--- src/rtl/muldiv_pkg.sv ---
// Shared types and constants for the iterative multiply/divide engine.
package muldiv_pkg;

  localparam int unsigned MULDIV_W = 32;

  typedef enum logic [1:0] {
    StIdle,
    StCalc,
    StFix,
    StDone
  } muldiv_state_e;

  // Quotient returned for a zero divisor.
  localparam logic [MULDIV_W-1:0] DIV_ZERO_QUOT = '1;

endpackage

--- src/rtl/muldiv_negate.sv ---
// Conditional two's-complement negation used for operand magnitudes and sign fix-up.
module muldiv_negate
  import muldiv_pkg::*;
#(
  parameter int unsigned WIDTH = MULDIV_W
) (
  input  logic             en,
  input  logic [WIDTH-1:0] val,
  output logic [WIDTH-1:0] res
);

  assign res = en ? (~val + WIDTH'(1)) : val;

endmodule

--- src/rtl/muldiv_unit.sv ---
// Iterative radix-2 multiply (shift-add) and restoring divide on operand magnitudes,
// with a final sign-correction cycle. Produces HI/LO for the external register pair.
module muldiv_unit
  import muldiv_pkg::*;
#(
  parameter int unsigned WIDTH = MULDIV_W
) (
  input  logic             clk,
  input  logic             rst_n,
  input  logic             start,
  input  logic             is_div,
  input  logic             sign,
  input  logic [WIDTH-1:0] a,
  input  logic [WIDTH-1:0] b,
  output logic             busy,
  output logic             done,
  output logic [WIDTH-1:0] hi,
  output logic [WIDTH-1:0] lo
);

  localparam int unsigned CntW = $clog2(WIDTH);

  muldiv_state_e    state_q, state_d;
  logic [CntW-1:0]  cnt_q;
  logic [WIDTH-1:0] acc_q;    // product upper half / partial remainder
  logic [WIDTH-1:0] low_q;    // multiplier shifting out / quotient shifting in
  logic [WIDTH-1:0] opnd_q;   // multiplicand / divisor magnitude
  logic             is_div_q, neg_q, neg_r_q, div_zero_q;
  logic [WIDTH-1:0] hi_q, lo_q;

  logic [WIDTH-1:0]   a_mag, b_mag, quot_fix, rem_fix;
  logic [2*WIDTH-1:0] prod_fix;
  logic [WIDTH:0]     mul_sum, div_shift;
  logic               div_ok;

  muldiv_negate #(.WIDTH(WIDTH)) u_neg_a (
    .en (sign & a[WIDTH-1]),
    .val(a),
    .res(a_mag)
  );

  muldiv_negate #(.WIDTH(WIDTH)) u_neg_b (
    .en (sign & b[WIDTH-1]),
    .val(b),
    .res(b_mag)
  );

  muldiv_negate #(.WIDTH(2 * WIDTH)) u_neg_prod (
    .en (neg_q),
    .val({acc_q, low_q}),
    .res(prod_fix)
  );

  muldiv_negate #(.WIDTH(WIDTH)) u_neg_quot (
    .en (neg_q),
    .val(low_q),
    .res(quot_fix)
  );

  muldiv_negate #(.WIDTH(WIDTH)) u_neg_rem (
    .en (neg_r_q),
    .val(acc_q),
    .res(rem_fix)
  );

  // One iteration of each algorithm; the carry/borrow lives in the extra top bit.
  assign mul_sum   = {1'b0, acc_q} + (low_q[0] ? {1'b0, opnd_q} : '0);
  assign div_shift = {acc_q, low_q[WIDTH-1]};
  assign div_ok    = div_shift >= {1'b0, opnd_q};

  always_comb begin
    state_d = state_q;
    unique case (state_q)
      StIdle:  if (start) state_d = StCalc;
      StCalc:  if (cnt_q == CntW'(WIDTH - 1)) state_d = StFix;
      StFix:   state_d = StDone;
      StDone:  state_d = StIdle;
      default: state_d = StIdle;
    endcase
  end

  assign busy = (state_q != StIdle);
  assign done = (state_q == StDone);
  assign hi   = hi_q;
  assign lo   = lo_q;

  always_ff @(posedge clk or negedge rst_n) begin
    if (!rst_n) begin
      state_q    <= StIdle;
      cnt_q      <= '0;
      acc_q      <= '0;
      low_q      <= '0;
      opnd_q     <= '0;
      is_div_q   <= 1'b0;
      neg_q      <= 1'b0;
      neg_r_q    <= 1'b0;
      div_zero_q <= 1'b0;
      hi_q       <= '0;
      lo_q       <= '0;
    end else begin
      state_q <= state_d;
      case (state_q)
        StIdle: begin
          if (start) begin
            is_div_q   <= is_div;
            neg_q      <= sign & (a[WIDTH-1] ^ b[WIDTH-1]);
            neg_r_q    <= sign & a[WIDTH-1];
            div_zero_q <= (b == '0);
            cnt_q      <= '0;
            acc_q      <= '0;
            low_q      <= a_mag;
            opnd_q     <= b_mag;
          end
        end
        StCalc: begin
          cnt_q <= cnt_q + CntW'(1);
          if (is_div_q) begin
            acc_q <= div_ok ? WIDTH'(div_shift - {1'b0, opnd_q}) : div_shift[WIDTH-1:0];
            low_q <= {low_q[WIDTH-2:0], div_ok};
          end else begin
            acc_q <= mul_sum[WIDTH:1];
            low_q <= {mul_sum[0], low_q[WIDTH-1:1]};
          end
        end
        StFix: begin
          if (is_div_q) begin
            hi_q <= rem_fix;
            // The remainder path already yields the dividend; only the quotient needs forcing.
            lo_q <= div_zero_q ? {WIDTH{DIV_ZERO_QUOT[0]}} : quot_fix;
          end else begin
            {hi_q, lo_q} <= prod_fix;
          end
        end
        default: ;
      endcase
    end
  end

endmodule

--- config.mk ---
export PLATFORM = sky130hd
export DESIGN_NAME = muldiv_unit
export DESIGN_NICKNAME = d
export VERILOG_FILES = /design/src/rtl/muldiv_pkg.sv /design/src/rtl/muldiv_negate.sv /design/src/rtl/muldiv_unit.sv
export SDC_FILE = /design/constraint.sdc
export NUM_CORES = 1
export LEC_CHECK = 0
export CORE_UTILIZATION = 55
export DETAILED_ROUTE_END_ITERATION = 6
export PLACE_DENSITY_LB_ADDON = 0.3
export SYNTH_ARGS = -nofsm -noshare
export SYNTH_HDL_FRONTEND = slang
export SYNTH_HIERARCHICAL = 1
export SYNTH_SLANG_ARGS = --single-unit
--- constraint.sdc ---
create_clock -name clk -period 4.8 [get_ports clk]
set_input_delay 0.72 -clock clk [delete_from_list [all_inputs] [get_ports clk]]
set_output_delay 0.72 -clock clk [all_outputs]
set_load 0.01 [all_outputs]
; Word-level counts from Yosys, hierarchy flattened
; Index checks and enable logic that the tools add are counted.
[classes]
n_mux = 21
n_lt_le_gt_ge = 1
n_reduce_logical = 7
bitwise_logic = 9
n_addsub = 8
n_eq_ne = 6
[ops]
columns = operator, count
row1 = 32-bit 2-to-1 mux, 13
row2 = 32-bit by 1-bit adder with 32-bit output (second input constant), 4
row3 = 32-bit NOT, 4
row4 = 32-bit one-hot mux with 2 select lines, 2
row5 = 64-bit by 1-bit adder with 64-bit output (second input constant), 1
row6 = 64-bit 2-to-1 mux, 1
row7 = 64-bit NOT, 1
row8 = 32-bit by 32-bit adder with 33-bit output, 1
row9 = 33-bit by 32-bit greater-or-equal comparator with 1-bit output, 1
row10 = 32-bit logical NOT, 1
row11 = 32-bit subtractor, 1
row12 = 5-bit one-hot mux with 2 select lines, 1
row13 = 2-bit one-hot mux with 4 select lines, 1
row14 = 2-bit AND reduction, 3
row15 = 5-bit by 1-bit adder with 5-bit output (second input constant), 1
row16 = 5-bit == test (second input constant), 1
row17 = 5-bit 2-to-1 mux, 1
row18 = 2-bit == test (second input constant), 2
row19 = 2-bit 2-to-1 mux, 2
row20 = 2-bit != test (second input constant), 2
row21 = 2-bit nonzero test, 2
row22 = 1-bit AND, 3
row23 = 2-bit by 1-bit == test with 1-bit output (second input constant), 1
row24 = 2-bit logical NOT, 1
row25 = 1-bit bitwise XOR, 1
[word_totals]
out_inout_bits = 66
inputBits = 69
regBits = 171
elab_cells = 63

; Depth between registers and ports, before layout
; Gate-level depths: netlist of run 1.
[depth]
depth_word = 5
ltp_mapped = 14
ltp_nobuf = 13

; Hierarchy
; Netlist of run 1, hierarchy kept.
[by_module_without_submodules]
columns = module, cells_per_inst, seq_area_each_um2, instances, area_each_um2
row1 = muldiv_unit, 1324, 4279.1, 1, 11691.2
row2 = muldiv_negate (u_neg_a ...), 99, 0.0, 4, 777.0
row3 = muldiv_negate (u_neg_prod), 197, 0.0, 1, 1530.2

; Worst setup path before layout of run 1
; No wires, ideal clock.
[synth_timing]
path_kind = register to register
start = register low_q[0]
end = register acc_q[31]
n_path_buf = 1
slack_ps = 1645
synth_period_minus_slack_ps = 3155
setup_time_ps = 103
arrival_ps = 3051
path_stages_with_launch = 14
required_ps = 4697
path_cell_list = dfrtp_1 clkbuf_1 and2_1 ha_1 inv_1 fa_1 nand2b_1 a211oi_1 nor2_1 o21ai_1 a2111oi_0 nor3_1 a41oi_1 o41ai_2
[synth_via]
elab_chain_len = 4
[synth_lines]
columns = item, line_no
row1 = start: declaration, muldiv_unit.sv:26  ; logic [WIDTH-1:0] low_q;
row2 = start signal: assignment, muldiv_unit.sv:111  ; low_q <= a_mag;
row3 = start signal: assignment, muldiv_unit.sv:119  ; low_q <= {low_q[WIDTH-2:0], div_ok};
row4 = start signal: assignment, muldiv_unit.sv:122  ; low_q <= {mul_sum[0], low_q[WIDTH-1:1]};
row5 = 32-bit 2-to-1 mux, muldiv_unit.sv:67  ; assign mul_sum = {1'b0, acc_q} + (low_q[0] ? {1'b0, opnd_q} : '0);
row6 = 32-bit by 32-bit adder with 33-bit output, muldiv_unit.sv:67
row7 = 32-bit 2-to-1 mux, muldiv_unit.sv:117  ; if (is_div_q) begin
row8 = 32-bit one-hot mux with 2 select lines, muldiv_unit.sv:102  ; case (state_q)
row9 = end signal: assignment, muldiv_unit.sv:118  ; acc_q <= div_ok ? WIDTH'(div_shift - {1'b0, opnd_q}) : div_shift[WIDTH-1:0];
row10 = end signal: assignment, muldiv_unit.sv:121  ; acc_q <= mul_sum[WIDTH:1];
row11 = end: declaration, muldiv_unit.sv:25  ; logic [WIDTH-1:0] acc_q;
; No other way between the ends.
; A chain may end at the register's enable or synchronous reset.

; Final worst setup path of run 1
; Same ends and word-level chain as after synthesis.

==> results of run 1 <==
## registers in the layout, indices dropped and copies added, names as in the netlist
| name | count |
|---|---|
| lo | 32 |
| hi | 32 |
| neg_r_q | 1 |
| opnd_q | 32 |
| is_div_q | 1 |
| state_q | 2 |
| acc_q | 32 |
| low_q | 32 |
| cnt_q | 5 |
| div_zero_q | 1 |
| neg_q | 1 |
## critical path, delay by kind of cell (launching register included)
family,cells,cell delay [ns]
compound gates,5,1.10
fa+ha+maj,2,0.58
buf+inv,2,0.25
flops,1,1.00
simple gates,4,0.97
## cell families (layout without fill, tap and decap cells)
| family | count (synthesis) | count (layout) | synth area share |
|---|---|---|---|
| mux | 114 | 114 | 0.0727 |
| buf+inv | 198 | 291 | 0.0487 |
| flops | 171 | 171 | 0.262 |
| xor+xnor | 236 | 236 | 0.127 |
| compound gates | 592 | 592 | 0.246 |
| fa+ha+maj | 77 | 77 | 0.0599 |
| simple gates | 529 | 529 | 0.184 |
## layer usage
metal	up-vias	track usage	part of all wire
met5	-	0	0
met4	0	0.0990	0.026
met3	103	0.0453	0.069
met2	612	0.511	0.47
met1	7388	0.416	0.43
li1	7191	-	-
## where the power goes
part | leakage, µW | switching [µW] | internal (µW)
clock | 0.000282 | 665 | 830
sequential | 0.00210 | 1170 | 2130
combinational | 0.00504 | 5270 | 4130
total | 0.00742 | 7110 | 7090
## area by class of cell
class / count / area share
multi-input cells: 1548 / 0.606
flip-flops and latches: 171 / 0.230
repair buffers: 163 / 0.0852
well taps: 384 / 0.0258
clock buffers: 18 / 0.0231
inverters: 96 / 0.0194
clock inverters: 14 / 0.00982
## path summary, 6_finish.rpt
| check | startpoint | endpoint | slack (ns) |
|---|---|---|---|
| max | low_q[0] | acc_q[31] | 0.77 |
| min | rst_n | hi[24] | 0.29 |
| max reg2reg | low_q[0] | acc_q[31] | 0.77 |
| min reg2reg | cnt_q[2] | cnt_q[2] | 0.50 |
| max in group asynchronous | rst_n | is_div_q | 3.54 |
| min in group clk | cnt_q[2] | cnt_q[2] | 0.50 |
## per-stage QoR
step | area [µm²] | util
after floorplan | 16300 | -
after global placement | 18000 | 0.622
after detailed placement | 18000 | 0.622
after CTS | 18600 | 0.643
after global routing | 18600 | 0.643
final | 18600 | 0.643
## cell usage in the layout, fill, tap and decap left out, drive strengths merged, types with 43 or more instances in the layout
cell,Yosys,layout
nor4,43,43
dfrtp,171,171
xnor2,216,216
o21ai,181,181
o31ai,55,55
ha,75,75
inv,96,101
nor2,122,122
o41ai,52,52
mux2i,77,77
clkdlybuf4s50,0,133
nand2,139,139
a21oi,148,148
## Yosys cell counts (37+ instances only)
library cell / n / area (µm²)
sky130_fd_sc_hd__xnor2_1: 216 / 1890
sky130_fd_sc_hd__nor2_1: 121 / 454
sky130_fd_sc_hd__dfrtp_1: 171 / 4280
sky130_fd_sc_hd__a21oi_1: 146 / 731
sky130_fd_sc_hd__ha_1: 75 / 938
sky130_fd_sc_hd__and2_1: 40 / 250
sky130_fd_sc_hd__o21ai_0: 177 / 886
sky130_fd_sc_hd__mux2i_1: 77 / 771
sky130_fd_sc_hd__inv_1: 96 / 360
sky130_fd_sc_hd__nand2_1: 138 / 518
sky130_fd_sc_hd__o31ai_1: 51 / 383
sky130_fd_sc_hd__mux2_2: 37 / 417
sky130_fd_sc_hd__clkbuf_1: 64 / 240
==> impl_metrics.json, run 1 <==
{
  "run_status": "completed",
  "cp_cell_sequence": "and2_1 > ha_1 > inv_1 > fa_1 > nand2b_1 > a211oi_1 > nor2_1 > o21ai_1 > buf_4 > a2111oi_0 > nor3_1 > a41oi_1 > o41ai_2",
  "dp_hpwl_mm": 34.9,
  "endpoint_kind": "flip-flop",
  "antenna_cells": 0,
  "vias": 15294,
  "timing.critical_path.from_type": "flip-flop",
  "overall_die_height_um": 174,
  "asyncSetResetFlopFracSynth": 1.00,
  "critPathSlowestCell": "sky130_fd_sc_hd__dfrtp_1",
  "timing.hold.worst.class": "in2async",
  "drt_wl_total_mm": 46.9,
  "layout-area-overhead-vs-synth_pct": 13.9,
  "num_io_pins": 135,
  "grt_start_max_net_pins": 81,
  "synth_top_flop_cell": "sky130_fd_sc_hd__dfrtp_1",
  "yosys_register_bits": 171,
  "worst_setup_timing_slack_at_the_placement_stage_ns": 0.929,
  "worstMarginPinSlew_ns": 1.24,
  "fin_cells": 2394,
  "rsz0062_at_grt": "false",
  "fillers": 2500,
  "fmax_ghz": 0.248,
  "power.static_leakage_uw": 0.00742,
  "period_needed_ns": 4.03,
  "max_cap_violations": 0,
  "multiInputGateArea_um2": 11300,
  "setup-tns-final_ns": 0,
  "clkSinkCount": 171,
  "report.final.slew_viol_count": 0,
  "cts-resized-gates": 0,
  "layout_cells_sized_above_1": 0.0886,
  "floorplan.die.width_um": 174,
  "cts-buffers-inserted": 17,
  "power_density_nw_per_um2": 763,
  "reg2regPathDepth": 13,
  "critPathMaxFanout": 29,
  "final_min_period_over_clock_period": 0.839,
  "floorplan.initialDensity": 0.564,
  "timing.final.hold_violations": 0,
  "fin_worst_skew_ns": 0.0236,
  "core-area_um2": 28900,
  "max_stage_delay_ns": 1.00,
  "final_net_count": 2143,
  "area.sequential_um2": 4280,
  "syn-mean-instance-area_um2": 8.52,
  "insertion_delay_ns": 0.46,
  "crit_type": "reg2reg",
  "first_pass_drt_iterations": 5,
  "synth-warning-count": 6,
  "clock_tree.root_cell": "sky130_fd_sc_hd__clkbuf_16",
  "global_route.overflow_total": 0,
  "finalHoldWorstSlack_ns": 0.290,
  "timing.critical_path.arrival_ns": 4.37,
  "drt_iter0_markers": 1350,
  "clock_tree.buffer_depth": 2,
  "setup_viol": 0,
  "postSynthNetCount": 2063,
  "synth_cell_type_count": 85,
  "synth-seq-area-share": 0.262,
  "synthesis.area_um2": 16300,
  "gp_congestion": 0.949,
  "vdd_drop_max_v": 0.000354,
  "dieArea_um2": 30400,
  "clock_tree_from_tritoncts": "yes",
  "grt_antenna_before_repair": 1,
  "post_drt_via_cell_ratio": 6.39,
  "ant_nets": 0,
  "synth_edf_count": 0,
  "route.detailed.wl_per_inst_um": 19.6,
  "timing.critical_path.required_ns": 5.14,
  "clk_transition_reported_paths_ns": 0.09,
  "port_buffers": 134,
  "drc": 0,
  "grt_use_total": 0.310,
  "synth_cells": 1917,
  "placementRows": 62,
  "vias_in_the_first_global_route": 14521,
  "final.setup.worst_slack_ns": 0.771,
  "holdBufCountCts": 0,
  "pnr_total_power_uw": 14200,
  "first_pass_grt_wire_length_mm": 76.0,
  "post-cts-setup-buffers": 0,
  "post-place-cells": 2362,
  "max-slew-margin-rel": 0.176,
  "cts.htree.levels": 4
}
Power figures use the tool's default switching activity.
==> run 2: changes to the inputs <==
==> constraint.sdc (replaced) <==
create_clock -name clk -period 3.5 [get_ports clk]
set_input_delay 0.525 -clock clk [delete_from_list [all_inputs] [get_ports clk]]
set_output_delay 0.525 -clock clk [all_outputs]
set_load 0.01 [all_outputs]
==> impl_metrics.json, run 2 (synthesis gave the netlist of run 1 again) <==
{
  "run_status": "completed",
  "setup-tns-final_ns": 0,
  "setup_viol": 0,
  "timing.critical_path.required_ns": 3.85,
  "intPower_uw": 9840,
  "vdd_drop_max_v": 0.000601,
  "timing.critical_path.arrival_ns": 3.60,
  "route.detailed.wl_per_inst_um": 19.3,
  "rsz0062_at_grt": "false",
  "post-place-cells": 2402,
  "grt_start_max_net_pins": 87,
  "fmax_ghz": 0.307,
  "num_io_pins": 135,
  "power_frac_seq": 0.216,
  "gp_congestion": 0.986,
  "placementRows": 62,
  "clock_power_share": 0.099,
  "most_common_cell_after_layout_fill_and_taps_aside": "sky130_fd_sc_hd__xnor2_1",
  "dp_hpwl_mm": 35.7,
  "placed_cell_area_um2": 18300,
  "final_net_count": 2183,
  "floorplan.initialDensity": 0.564,
  "cts.htree.levels": 4,
  "first_pass_grt_wire_length_mm": 76.0,
  "grt_antenna_before_repair": 0,
  "finalInstanceArea_um2": 18900,
  "groute.layer.met1.usage": 0.424,
  "vias": 15308,
  "swShare": 0.499,
  "fin_cells": 2434,
  "holdBufCountCts": 0,
  "power.net_switching_uw": 9810,
  "layout_cells_sized_above_1": 0.106,
  "fin_worst_skew_ns": 0.0150,
  "drc": 0,
  "crit_type": "reg2reg",
  "first_pass_drt_iterations": 5,
  "post-cts-setup-buffers": 0,
  "final.setup.worst_slack_ns": 0.248,
  "power.share.combinational": 0.685,
  "most_frequent_cells_in_the_layout": "sky130_fd_sc_hd__xnor2_1 (216), sky130_fd_sc_hd__o21ai_0 (177), sky130_fd_sc_hd__dfrtp_1 (169)",
  "floorplan.die.width_um": 174,
  "global_route.overflow_total": 0,
  "period_needed_ns": 3.25,
  "report.final.slew_viol_count": 0,
  "power_density_nw_per_um2": 1040,
  "power.static_leakage_uw": 0.00763,
  "layout-area-overhead-vs-synth_pct": 15.8,
  "cts-resized-gates": 0,
  "use_met3": 0.0475,
  "critPathMaxFanout": 9,
  "worstMarginPinSlew_ns": 0.948,
  "fillers": 2431,
  "vias_in_the_first_global_route": 14500,
  "ant_nets": 0,
  "overall_die_height_um": 174,
  "met2_track_demand_over_resource_in_global_routing": 0.499,
  "cts-buffers-inserted": 17,
  "insertion_delay_ns": 0.46,
  "clkSinkCount": 171,
  "finalHoldWorstSlack_ns": 0.124,
  "timing.critical_path.from_type": "flip-flop",
  "clock_tree_from_tritoncts": "yes",
  "clock_tree.root_cell": "sky130_fd_sc_hd__clkbuf_16",
  "drt_wl_total_mm": 47.0,
  "antenna_cells": 0,
  "drt_iter0_markers": 1369,
  "core-area_um2": 28900,
  "timing.final.hold_violations": 0,
  "busiest_layer": "met2",
  "timing.hold.worst.class": "in2async",
  "post_drt_via_cell_ratio": 6.29,
  "clk_transition_reported_paths_ns": 0.07,
  "grt_use_total": 0.310,
  "final_min_period_over_clock_period": 0.929,
  "worst_setup_timing_slack_at_the_placement_stage_ns": 0.286,
  "port_buffers": 134,
  "clock_tree.buffer_depth": 2,
  "dieArea_um2": 30400,
  "endpoint_kind": "flip-flop",
  "max_cap_violations": 0,
  "max-slew-margin-rel": 0.368
}
==> run 2: cell types whose count changed in the layout (fill, tap and decap cells not counted), sizes merged <==
cell	change
buf	+40
inv	+4
clkinvlp	-3
bufinv	-2
clkinv	+1
==> run 2: power groups by stage <==
| stage | sequential (µW) | combinational (µW) | clock [µW] |
|---|---|---|---|
| 6_report | 4240 | 13500 | 1950 |
| 2_1_floorplan | 4200 | 9230 | 0 |
| 3_3_place_gp | 4180 | 13000 | 0 |
| 5_1_grt | 4360 | 14700 | 2060 |
| 3_5_place_dp | 4230 | 13200 | 0 |
| 4_1_cts | 4210 | 13300 | 1980 |
==> run 2: critical path: stages, from the launching register on <==
cell	delay (ns)
sky130_fd_sc_hd__dfrtp_1	0.57
sky130_fd_sc_hd__ha_1	0.29
sky130_fd_sc_hd__inv_1	0.07
sky130_fd_sc_hd__fa_1	0.38
sky130_fd_sc_hd__nand2b_1	0.23
sky130_fd_sc_hd__a211oi_1	0.23
sky130_fd_sc_hd__nor2_1	0.11
sky130_fd_sc_hd__o21ai_1	0.13
sky130_fd_sc_hd__buf_4	0.17
sky130_fd_sc_hd__a2111oi_0	0.11
sky130_fd_sc_hd__nor3_1	0.31
sky130_fd_sc_hd__a41oi_1	0.22
sky130_fd_sc_hd__o41ai_2	0.33
==> run 2: cell type report <==
class | count | area (µm²) | area share
Timing Repair Buffer | 203 | 1910 | 0.101
Multi-Input combinational cell | 1548 | 11300 | 0.597
Sequential cell | 171 | 4280 | 0.227
Clock inverter | 14 | 151 | 0.00801
Clock buffer | 18 | 439 | 0.0232
Tap cell | 384 | 480 | 0.0254
Inverter | 96 | 360 | 0.0191
==> run 2: worst paths after layout <==
check / cells past startpoint / to / slack (ns) / from
setup / recovery: 12 / acc_q[31] / 0.25 / acc_q[0]
max in group asynchronous: 2 / acc_q[18] / 2.56 / rst_n
hold / removal: 1 / hi[13] / 0.12 / rst_n
setup reg to reg: 12 / acc_q[31] / 0.25 / acc_q[0]
min in group clk: 1 / cnt_q[2] / 0.51 / cnt_q[2]
hold reg to reg: 1 / cnt_q[2] / 0.51 / cnt_q[2]
==> run 2: layer usage <==
metal | vias to the layer above | routed length, µm
li1 | 7281 | -
met1 | 7344 | 21000
met2 | 607 | 21700
met3 | 76 | 3030
met4 | 0 | 1230
met5 | - | 0
==> run 2: stage by stage <==
stage | power, µW | utilization
finish | 19700 | 0.653
global placement | 17200 | 0.633
floorplan | 13400 | -
CTS | 19500 | 0.653
global route | 21100 | 0.653
detailed placement | 17400 | 0.633
==> RTL change, RTL diff (flow settings as in run 2) <==
Encoding of `muldiv_state_e`: now one-hot (4 bits for 4 states).
--- a/src/rtl/muldiv_pkg.sv
+++ b/src/rtl/muldiv_pkg.sv
@@ -4,9 +4,9 @@
   localparam int unsigned MULDIV_W = 32;
 
-  typedef enum logic [1:0] {
-    StIdle,
-    StCalc,
-    StFix,
-    StDone
+  typedef enum logic [3:0] {
+    StIdle = 4'b0001,
+    StCalc = 4'b0010,
+    StFix  = 4'b0100,
+    StDone = 4'b1000
   } muldiv_state_e;
 
Function: same outputs for any inputs over 4 cycles, from zero or initial values and one cycle with rst_n low; so few cycles prove little.
==> RTL change against run 2 <==
- global-route usage rose by 1.2 points
- via count rose by 3.2%
- design area rose by 0.73%
- synthesized cell count rose by 3.5%
- non-clock buffer count fell by 2
- setup slack got worse by 63 ps
- area after synthesis rose by 0.92%
- sequential share of layout area rose by 0.12 points
- cell count rose by 2.5%
- critical path depth fell by 1
- total power fell by 9.9%
- wire length rose by 3.4%
- sequential cell count rose by 2
- combinational power fell by 12%
==> RTL change: results (changes against run 2) <==
| Metric | Value |
|---|---|
| Outcome | `completed (unchanged)` |
| DR WL/cell | `19.5 µm (was 19.3 µm)` |
| Leakage | `7.60 nW (was 7.63 nW)` |
| Post-synthesis mux area share | `3.57% (was 7.27%)` |
| Largest net degree at the start of global routing | `130 (was 87)` |
| Adder-Cell Fraction of Synth Area | `5.63% (was 5.99%)` |
| Commonest cells post-synth | `nand2_1 (294), xnor2_1 (221), o21ai_0 (194) (was xnor2_1 (216), o21ai_0 (177), dfrtp_1 (171))` |
| Xor-xnor portion of the synthesized cell area | `12.5% (was 12.7%)` |
| Peak supply drop | `0.000469 V (was 0.000601 V)` |
| CP peak stage delay | `710 ps (was 570 ps)` |
| Final WL | `48600 µm (was 47000 µm)` |
| Final Skew | `20.4 ps (was 15.0 ps)` |
| Dpl ws | `294 ps (was 286 ps)` |
| Sequential fraction of the synthesis area | `26.3% (was 26.2%)` |
| Worst-path fanout max | `28 (was 9)` |
| Cells taking the most area after synthesis | `dfrtp_1 (26%), xnor2_1 (12%), nand2_1 (6.7%), o21ai_0 (5.9%), ha_1 (5.4%) (was dfrtp_1 (26%), xnor2_1 (12%), ha_1 (5.7%), o21ai_0 (5.4%), mux2i_1 (4.7%))` |
| FFs w/ async S/R, synth | `100% (unchanged)` |
| Gpl congestion | `0.969 (was 0.986)` |
| H-tree levels | `4 (unchanged)` |
| Placement Cell Area | `18400 µm² (was 18300 µm²)` |
| Compound-Gate Fraction of Synth Area | `25.6% (was 24.6%)` |
| Worst Path Arrival | `3640 ps (was 3600 ps)` |
| Layout cells sized above 1 | `9.40% (was 10.6%)` |
| Synth Instances | `1984 (was 1917)` |
| Placed cell count | `2464 (was 2402)` |
| Slew margin rel. | `15.7% (was 36.8%)` |
| Slowest CP cell | `dfrtp_1 (unchanged)` |
| Global-route total usage across every layer | `32.2% (was 31.0%)` |
| Post-Syn Nets | `2126 (was 2063)` |
| First-pass GRT wire length | `78600 µm (was 76000 µm)` |
| NumNets Final | `2235 (was 2183)` |
| Drt initial violations | `1451 (was 1369)` |
| Vias in the first global route | `14400 (was 14500)` |
## RTL change: cell count changes after synthesis, moves of 16 or more
cell	before	now
o22ai_1	2	33
clkbuf_1	64	80
mux2i_1	77	55
o221ai_1	35	6
inv_1	96	67
a21oi_1	146	53
nand2_1	138	294
a31oi_1	7	45
nor2b_1	9	39
mux2_2	37	2
nor2_1	121	43
o21ai_0	177	194
a211oi_1	3	40
## RTL change: layout make-up
type,instances,area (µm²)
Fill cell,2593,10500
Multi-Input combinational cell,1633,11400
Tap cell,390,488
Clock inverter,15,230
Timing Repair Buffer,201,1900
Clock buffer,17,425
Inverter,67,251
Sequential cell,173,4340
## RTL change: final timing paths
check | start | end | slack [ps]
min in group clk | hi[5]$_DFFE_PN0P_ | hi[5]$_DFFE_PN0P_ | 480
max in group asynchronous | rst_n | neg_q$_DFFE_PN0P_ | 2550
hold / removal | rst_n | low_q[22]$_DFFE_PN0P_ | 20
hold reg to reg | hi[5]$_DFFE_PN0P_ | hi[5]$_DFFE_PN0P_ | 480
setup / recovery | acc_q[4]$_DFFE_PN0P_ | acc_q[31]$_DFFE_PN0P_ | 190
setup reg to reg | acc_q[4]$_DFFE_PN0P_ | acc_q[31]$_DFFE_PN0P_ | 190
## RTL change: kinds of logic after synthesis
kind of cell,after synthesis
fa+ha+maj,73
xor+xnor,236
mux,58
simple gates,653
flops,173
buf+inv,178
compound gates,613
## RTL change: worst register-to-register path: stages, from the launching register on
cell,delay [ps]
dfrtp_1,710
ha_1,330
a21o_1,200
nand3_1,90
nand2_1,130
a21oi_4,60
o311ai_4,340
a41o_1,430
a21o_1,210
buf_12,230
nor3_1,80
o41ai_1,370
## RTL change: where the power goes
group	leakage, nW	switching, mW	internal (mW)
Clock	0.315	1.11	1.02
Combinational	5.01	7.01	4.92
Sequential	2.27	1.10	2.54
## RTL change: what timing repair did
action                                 in CTS  in global routing
endpoints found under the hold margin       0                  0
gates resized for setup                     0                  4
setup endpoints to repair                   0                  5
## RTL change: layer usage
layer	GRT usage [%]	vias up	wire length (µm)
met3	4.90	51	4430
li1	-	7495	-
met5	0	-	0
met4	8.37	0	801
met2	46.4	706	20500
met1	49.5	7544	22900
